## src/rtl/mem_latency_bridge.sv

```systemverilog
// rtl/mem_latency_bridge.sv - stalls the core while a fixed-latency main-memory word access completes
module mem_latency_bridge #(
    parameter int unsigned MEM_LATENCY = 4
) (
    input  logic             clk,
    input  logic             rst_b,
    input  logic [31:0]      core_addr,
    input  logic [0:3][7:0]  core_wdata,
    input  logic             core_read_en,
    input  logic             core_write_en,
    output logic [0:3][7:0]  core_rdata,
    output logic             core_stall,
    output logic             core_done,
    output logic [31:0]      ram_addr,
    output logic [0:3][7:0]  ram_wdata,
    output logic             ram_we,
    input  logic [0:3][7:0]  ram_rdata
);

    // Counter starts at latency-1 so the access spends exactly MEM_LATENCY cycles in BUSY.
    localparam logic [3:0] CNT_LOAD = 4'(MEM_LATENCY - 1);

    typedef enum logic [1:0] {
        IDLE = 2'd0,
        BUSY = 2'd1,
        DONE = 2'd2
    } state_t;

    state_t           state;
    logic [3:0]       cnt;
    logic [31:0]      latched_addr;
    logic [0:3][7:0]  latched_wdata;
    logic             latched_write;

    logic             core_req;
    logic             last_cycle;

    assign core_req   = core_read_en | core_write_en;
    assign last_cycle = (state == BUSY) && (cnt == 4'd0);

    // Access sequencer: accept in IDLE, count down in BUSY, one-cycle DONE acknowledge.
    always_ff @(posedge clk or negedge rst_b) begin
        if (!rst_b) begin
            state         <= IDLE;
            cnt           <= 4'd0;
            latched_addr  <= 32'd0;
            latched_wdata <= '0;
            latched_write <= 1'b0;
            core_rdata    <= '0;
        end else begin
            case (state)
                IDLE: begin
                    if (core_req) begin
                        latched_addr  <= core_addr;
                        latched_wdata <= core_wdata;
                        // A write wins over a simultaneous read; the read is dropped.
                        latched_write <= core_write_en;
                        cnt           <= CNT_LOAD;
                        state         <= BUSY;
                    end
                end
                BUSY: begin
                    if (cnt != 4'd0) begin
                        cnt <= cnt - 4'd1;
                    end else begin
                        if (!latched_write) begin
                            core_rdata <= ram_rdata;
                        end
                        state <= DONE;
                    end
                end
                DONE: begin
                    // Requests seen here are ignored; the core re-presents them in IDLE.
                    state <= IDLE;
                end
                default: begin
                    state <= IDLE;
                end
            endcase
        end
    end

    // Outputs decoded from registered state; stall also covers the request cycle in IDLE.
    always_comb begin
        core_stall = (state == BUSY) || ((state == IDLE) && core_req);
        core_done  = (state == DONE);
        ram_we     = last_cycle && latched_write;
        ram_addr   = (state == BUSY) ? (latched_addr & ~32'h3) : 32'd0;
        ram_wdata  = ram_we ? latched_wdata : '0;
    end

endmodule

```

## config.mk

```make
export PLATFORM = sky130hd
export DESIGN_NAME = mem_latency_bridge
export DESIGN_NICKNAME = d
export VERILOG_FILES = /design/src/rtl/mem_latency_bridge.sv
export SDC_FILE = /design/constraint.sdc
export NUM_CORES = 1
export LEC_CHECK = 0
export ABC_AREA = 1
export BUFFER_PORTS_ARGS = -buffer_cell sky130_fd_sc_hd__buf_2
export CAP_MARGIN = 20
export CORE_MARGIN = 3
export CORE_UTILIZATION = 27
export DETAILED_ROUTE_END_ITERATION = 12
export SYNTH_ARGS = -nofsm -noshare
export SYNTH_HDL_FRONTEND = slang
export SYNTH_SLANG_ARGS = --single-unit
```

## constraint.sdc

```tcl
create_clock -name clk -period 1.6 [get_ports clk]
set_clock_uncertainty 0.2 [all_clocks]
set_input_delay 0.32 -clock clk [delete_from_list [all_inputs] [get_ports clk]]
set_output_delay 0.32 -clock clk [all_outputs]
set_load 0.005 [all_outputs]
```

* After elaboration in Yosys (flattened, before gate mapping)
Index checks and enable logic that the tools add are counted.
** Word-level totals
- Input bits :: 100
- Word-level logic and storage cells :: 41
- Flip-flop bits (word level) :: 103
- Output and inout port bits :: 99
** Operators by class
- Reductions and logical operators :: 12
- Eq/ne operators :: 5
- Bitwise operators :: 3
- Add/subtract/negate cells :: 1
- Muxes and demuxes :: 8
** Operators by type and width (count)
- two-way mux 32 bit :: 2
- two-way mux 4 bit :: 2
- case mux 4 bit (2 select lines) :: 1
- AND reduction 3 bit :: 2
- zero test 4 bit :: 1
- two-way mux 2 bit :: 2
- != test 2 bit (second input constant) :: 2
- case mux 2 bit (2 select lines) :: 1
- AND reduction 2 bit :: 2
- nonzero test 4 bit :: 1
- subtractor 4 x 1 -> 4 bit (second input constant) :: 1
- logical AND 1 bit :: 3
- equality test 2 x 1 -> 1 bit (second input constant) :: 1
- equality test 2 bit (second input constant) :: 1
- zero test 2 bit :: 1
- != test 2 x 1 -> 1 bit (second input constant) :: 1
- inverter 1 bit :: 2
- nonzero test 2 bit :: 1
- logical OR 1 bit :: 1
- OR 1 bit :: 1

* Depth between registers and ports, before layout
Gate-level depths: netlist (run 1).
- Word-level depth :: 4
- Depth in mapped cells :: 8

* Least setup slack after synthesis (run 1)
OpenSTA, ideal clock, no wires.
- Path type :: flip-flop to output port
- From :: register cnt[0]
- To :: output ram_wdata[19] (netlist bit)
- Required time :: 1.080 ns
- Stages on the path, launching flop included :: 8
- Setup slack :: -0.208 ns
- Arrival :: 1.288 ns
- Path buffers :: 1
- Cell sequence :: dfrtp_1 -> inv_1 -> ha_1 -> nand2_1 -> nor2_8 -> nand2_2 -> buf_6 -> nor2_1
** RTL lines
- start, declared :: line 30 : logic [3:0] cnt;
- start signal, assigned :: line 64 : cnt <= cnt - 4'd1;
- end, declared :: line 15 : output logic [0:3][7:0] ram_wdata,

==> metrics, run 1 <==
Slowest cell on crit path dfrtp_1; CP Launch Point cnt[0]$_DFFE_PN0P_; worst-case clock buffer depth 2; Routed Antenna Nets 0; Syn Inst Count about 520; Power Dens Cells 1960 mW/mm²; Reg power frac 0.315; Setup Crit Path Kind reg2out; Post-Route WL 12.7 mm; Final Cycle Share 1.30; Combinational Power Share 0.532; crit start category register; yosys warns 0; # clock sinks 101; total power around 14,000 µW; final hold violation count 0; switching power 5330 µW; first-pass GRT wire length 20.4 mm; drt drc 0; TritonCTS buffer count 9; crit path max fanout 24; Seq/Total Area, Yosys 0.579; Cells after DPL 915; internal power just over 8000 µW; Yosys cell types 23; max incr delay on CP around 0.39 ns; DIE WIDTH ~130 µm; Area Growth Syn to Fin 57.9%; RSZ-0062 raised after global routing true; max-slew violations 0; hpwl dp 7.92 mm; gr usage total 0.140; outcome finished with violations; post-synthesis instance area 0.00437 mm²; Hold Startpoint ram_rdata[29]; placement row count 45; PortBufs 194; router iterations before antenna repair 4; Crit path required time 1.08 ns; min-delay worst type in2reg; Ant. Diodes 0; #FFs+latches synth 101; Hold Slack between 0.015 and 0.02 ns; maximum vdd drop 688 µV; fin nets 854; initial antenna violation count 0; pre-CTS WS -0.134 ns; vias in the first global route 4,026; highest clock rate just under 500 MHz; Net Sw Frac 0.394; Worst-Skew Late Latency 0.34 ns; clock share of power 0.152; Congestion Overflow GR 0; DIE AREA 0.0177 mm²; CTS root buffer clkbuf_16; vias a little over 4,000; Max Cap Violations 0; initial DRC count between 150 and 200; arrival time of the worst setup path 1.56 ns; via density per instance 4.23; design area 0.00690 mm²; placer congestion estimate 0.753; CTS tree done; mean post-synth cell area 8.45 µm²; Top cell by count, worst path nand2_4; Non-Filler Instances roughly 970; layout cells sized above 1 0.483; Setup crit end kind output pin; H-tree depth 3; Setup Viol. Count Final 97; Final WS setup -0.477 ns; starting density of the core 0.281; Reg-to-Reg Start cnt[0]$_DFFE_PN0P_; die height 133 µm; largest net degree at the start of global routing 46; Core Region 0.0155 mm²; P_leak 0.00371 µW; drt wl/cell 13.1 µm; IO Pins 199; post-route minimum period ~2.1 ns; DP Area 0.00577 mm²; crit-path cells inv_2, ha_4, nand2_4, nor2_8, nand2_4, buf_12, nor2_2, buf_2; Reg clk slew, reported paths 0.07 ns; failing checks negative setup slack
==> power groups by stage <==
stage	Clock [µW]	Combinational [µW]	Sequential, µW
global route	2260	7960	4400
detailed placement	0	5350	4290
finish	2060	7200	4270
floorplan	0	3150	4290
global placement	0	5260	4270
CTS	2150	6770	4260
==> Yosys cell counts <==
cell | count | share of area
a21oi_1 | 62 | 0.071
buf_1 | 4 | 0.0034
buf_2 | 7 | 0.0080
buf_4 | 11 | 0.019
buf_6 | 6 | 0.015
clkbuf_1 | 3 | 0.0026
clkinv_1 | 1 | 0.00086
conb_1 | 1 | 0.00086
dfrtp_1 | 101 | 0.58
ha_1 | 2 | 0.0057
inv_1 | 67 | 0.058
inv_2 | 2 | 0.0017
nand2_1 | 73 | 0.063
nand2_2 | 2 | 0.0029
nand3_1 | 34 | 0.039
nand4_1 | 1 | 0.0014
nor2_1 | 131 | 0.11
nor2_4 | 1 | 0.0026
nor2_8 | 1 | 0.0046
o21a_1 | 1 | 0.0017
o21ai_0 | 4 | 0.0046
o21ai_1 | 1 | 0.0011
xor2_1 | 1 | 0.0020
==> per-layer routing <==
| layer | track usage | wire length (µm) |
|---|---|---|
| met1 | 0.188 | 5640 |
| met2 | 0.224 | 6110 |
| met3 | 0.0374 | 733 |
| met4 | 0.0429 | 184 |
| met5 | 0 | 0 |
==> cells by family (layout without fill, tap and decap cells) <==
| family | Yosys count | after routing | share of synthesized area |
|---|---|---|---|
| and+or+nand+nor | 243 | 243 | 0.226 |
| DFF | 101 | 101 | 0.579 |
| xor gates and xnor gates | 1 | 1 | 0.00201 |
| buffers and inverters | 101 | 339 | 0.109 |
| other | 1 | 2 | 0.000859 |
| adders and majority gates | 2 | 2 | 0.00573 |
| AOI/OAI and AO/OA | 68 | 68 | 0.0785 |
==> flip-flops by register name, summed over array words and instances (netlist names) <==
name,cells
core_rdata,32
cnt,4
latched_addr,30
latched_write,1
latched_wdata,32
state,2
==> worst paths after layout <==
kind	slack (ns)	cells after the start	end
max	-0.48	8	ram_wdata[1]
min	0.02	3	core_rdata[29]$_DFFE_PN0P_
max reg2reg	-0.07	9	core_rdata[15]$_DFFE_PN0P_
min reg2reg	0.27	2	core_rdata[21]$_DFFE_PN0P_
max in group asynchronous	0.49	3	latched_addr[30]$_DFFE_PN0P_
min in group asynchronous	0.19	2	latched_wdata[16]$_DFFE_PN0P_
==> area by class of cell <==
| type | instances | area, µm² |
|---|---|---|
| Inverter | 70 | 268 |
| Timing Repair Buffer | 254 | 1780 |
| Fill cell | 1521 | 8640 |
| Multi-Input combinational cell | 316 | 1790 |
| Tap cell | 211 | 264 |
| Sequential cell | 101 | 2530 |
| Clock buffer | 11 | 243 |
| Clock inverter | 4 | 32.5 |
==> timing repair <==
item                       4_1_cts  5_1_grt
resized for setup               55       61
pin swaps                        4        3
buffers inserted                 5        2
hold endpoints to repair       122        0
setup endpoints to repair      155      162
gates cloned                     6        2
hold buffers                    22        0
==> placed cells by master (no fill, tap or decap), types with 3 or more instances in the layout <==
cell	synthesis	layout
buf_6	6	5
nor2_2	0	71
inv_6	0	3
o21ai_0	4	3
buf_2	7	192
nand3_1	34	34
buf_16	0	7
nor2_1	131	43
a21oi_2	0	15
nand2_4	0	4
inv_1	67	64
nor2_4	1	18
clkbuf_16	0	11
buf_12	0	6
dfrtp_1	101	101
buf_4	11	19
nand2_1	73	69
dlygate4sd3_1	0	22
a21oi_1	62	47
inv_2	2	4
==> worst max-delay path: cells and delay by family, from the launching register on <==
kind / cells / cell delay [ns]
fa+ha+maj: 1 / 0.14
buf+inv: 3 / 0.37
flops: 1 / 0.39
simple gates: 4 / 0.31
==> stage by stage <==
step	setup TNS, ns	utilization
finish	-27.08	0.444
global route	-36.89	0.444
CTS	-30.23	0.428
detailed placement	-6.25	0.371
global placement	-4.71	0.371
floorplan	-1.19	-
Power figures use the tool's default switching activity.
==> run 2: changes to the inputs <==
--- a/config.mk
+++ b/config.mk
@@ -5,7 +5,6 @@
 export SDC_FILE = /design/constraint.sdc
 export NUM_CORES = 1
 export LEC_CHECK = 0
-export ABC_AREA = 1
 export BUFFER_PORTS_ARGS = -buffer_cell sky130_fd_sc_hd__buf_2
 export CAP_MARGIN = 20
 export CORE_MARGIN = 3
==> metrics, run 2 <==
outcome finished with violations; failing checks negative setup slack; via density per instance 4.39 (+3.8%); P_leak 0.00390 µW (+5.2%); Area Growth Syn to Fin 87.8%; initial DRC count 77 (-55%); Non-Filler Instances 846 (-13%); fin nets 731 (-14%); RSZ-0062 raised after global routing true; drt drc 0 (unchanged); Cells after DPL 712 (-22%); post-route minimum period 2.34 ns (+0.265 ns); Setup crit end kind output pin; Post-Route WL 14.9 mm (+17%); Yosys cell types 31 (+35%); Final WS setup -0.741 ns (-0.265 ns); most common cell in the netlist dfrtp_1; CTS root buffer clkbuf_16; die height 132 µm (-0.84%); layout cells sized above 1 0.677 (+0.194); Syn Inst Count 305 (-41%); mean post-synth cell area 14.1 µm² (+67%); Crit path required time 1.08 ns (about the same); first-pass GRT wire length 23.0 mm (+13%); gr usage total 0.168 (+0.0281); fraction of the mapped netlist area in adder cells 0.00583 (+0.000102); ys async rst share 1.00 (unchanged); Synth area leader dfrtp_1; largest net degree at the start of global routing 48 (+4.3%); synth cell count leaders dfrtp_1, mux2_2, and2_1, buf_2, mux2_1; Power Dens Cells 1790 mW/mm² (-8.8%); Setup Viol. Count Final 165 (+70%); DP Area 0.00566 mm² (-1.8%); final hold violation count 0 (unchanged); most frequent cells in the layout buf_2, dfrtp_1, dlygate4sd3_1, mux2_2, buf_6; CTS tree done; placer congestion estimate 0.736 (-2.2%); Final Cycle Share 1.46 (+0.165); xor and xnor area share after synthesis 0 (-0.00201); largest family of logic cells by synthesized area multiplexers; crit path max fanout 8 (-67%); compound-cell area share of the yosys netlist 0.0125 (-0.0660); yosys warns 0 (unchanged); Top Registers core_rdata x32, latched_wdata x32, latched_addr x30; Core Region 0.0154 mm² (-1.1%); total power 14,400 µW (+6.5%); starting density of the core 0.279 (-0.00188); min-delay worst type in2reg; drt wl/cell 17.6 µm (+34%); Setup Crit Path Kind reg2out; Congestion Overflow GR 0 (unchanged); ys flop type dfrtp_1; EDFF count, synth 0 (unchanged); Seq/Total Area, Yosys 0.589 (+0.0103); max-slew violations 0 (unchanged); most common cell after layout, fill and taps aside buf_2; Routed Antenna Nets 0 (unchanged); post-synthesis instance area 0.00429 mm² (-1.7%); share of the synthesized area in the top cell type 0.589 (+0.0103); Worst-Skew Late Latency 0.34 ns (about the same); initial antenna violation count 1 (+1); DIE AREA 0.0174 mm² (-1.7%); design area 0.00806 mm² (+17%); router iterations before antenna repair 4 (unchanged); maximum vdd drop 885 µV (+29%); IO Pins 199 (unchanged); H-tree depth 3 (unchanged); arrival time of the worst setup path 1.82 ns (+0.26 ns); Max Cap Violations 0 (unchanged); proportion of synthesized area in mux cells 0.249 (+0.249); vias 3,717 (-9.2%); crit start category register; hpwl dp 7.63 mm (-3.6%); TritonCTS buffer count 9 (unchanged); placement row count 45 (unchanged); Reg clk slew, reported paths 0.07 ns (about the same); vias in the first global route 4,197 (+4.2%); Post-Synth Simple-Gate Area 0.116 (-0.110); PortBufs 194 (unchanged); worst-case clock buffer depth 2 (unchanged); # clock sinks 101 (unchanged); #FFs+latches synth 101 (unchanged); Area contributors post-synth dfrtp_1, mux2_2, and2_1; r2r setup slk -0.56 ns (-0.49 ns); highest clock rate 427 MHz (-11%); DIE WIDTH 132 µm (-0.84%)
==> run 2: metal layers <==
| layer | track usage | up-vias | wire length [µm] |
|---|---|---|---|
| li1 | - | 1692 | - |
| met5 | 0 | - | 0 |
| met2 | 0.301 | 130 | 7890 |
| met3 | 0.0416 | 26 | 693 |
| met1 | 0.193 | 1869 | 5910 |
| met4 | 0.0659 | 0 | 372 |
==> run 2: area by class of cell <==
cell class	count	area (µm²)
clock inverters	6	52.6
flip-flops and latches	101	2530
fillers	1280	7310
multi-input cells	189	2040
diodes	1	2.50
clock buffers	10	239
well taps	211	264
repair buffers	326	2930
inverters	2	7.51
==> run 2: worst paths after layout <==
path / from / end / cells past startpoint
max: cnt[1]$_DFFE_PN0P_ / ram_wdata[12] / 7
min: core_wdata[21] / latched_wdata[21]$_DFFE_PN0P_ / 2
max reg2reg: cnt[1]$_DFFE_PN0P_ / core_rdata[24]$_DFFE_PN0P_ / 8
min reg2reg: latched_wdata[5]$_DFFE_PN0P_ / latched_wdata[5]$_DFFE_PN0P_ / 1
max in group asynchronous: rst_b / latched_wdata[23]$_DFFE_PN0P_ / 3
min in group asynchronous: rst_b / latched_wdata[10]$_DFFE_PN0P_ / 2
==> run 2: logic make-up after synthesis <==
| logic type | count (synthesis) |
|---|---|
| flip-flops | 101 |
| multiplexers | 95 |
| AND/OR/NAND/NOR | 78 |
| buffers and inverters | 20 |
| AO/OA/AOI/OAI | 8 |
| adder cells (fa/ha/maj) | 2 |
| other | 1 |
==> run 2: timing repair <==
action / CTS / global route
cloned: 14 / 1
endpoints found under the setup margin: 161 / 166
gates resized for setup: 139 / 50
hold buffers: 76 / 0
pin swaps: 50 / 35
endpoints found under the hold margin: 176 / 0
setup buffers: 25 / 7
==> run 2: worst max-delay path, cell delays in order, from the launching register on <==
cell,delay (ns)
dfrtp_1,0.39
inv_2,0.09
ha_4,0.13
nor3b_4,0.20
buf_6,0.15
and3_4,0.27
and2_4,0.17
buf_6,0.09
==> run 2: power breakdown <==
part | switching [µW] | total [µW] | internal (µW)
Combinational | 2520 | 7650 | 5120
Sequential | 748 | 4600 | 3850
Clock | 1040 | 2170 | 1130
Total | 4310 | 14400 | 10100
==> run 2: through the flow <==
stage / setup slack, ns / utilization / hold slack (ns) / TNS (ns)
6_report: -0.741 / 0.524 / 0.0132 / -66.50
5_1_grt: -0.855 / 0.524 / 0.00267 / -77.51
4_1_cts: -0.726 / 0.509 / 0.000246 / -77.43
3_5_place_dp: -0.479 / 0.368 / -0.0557 / -32.19
3_3_place_gp: -0.434 / 0.368 / -0.0556 / -28.87
2_1_floorplan: -0.430 / - / -0.176 / -20.07
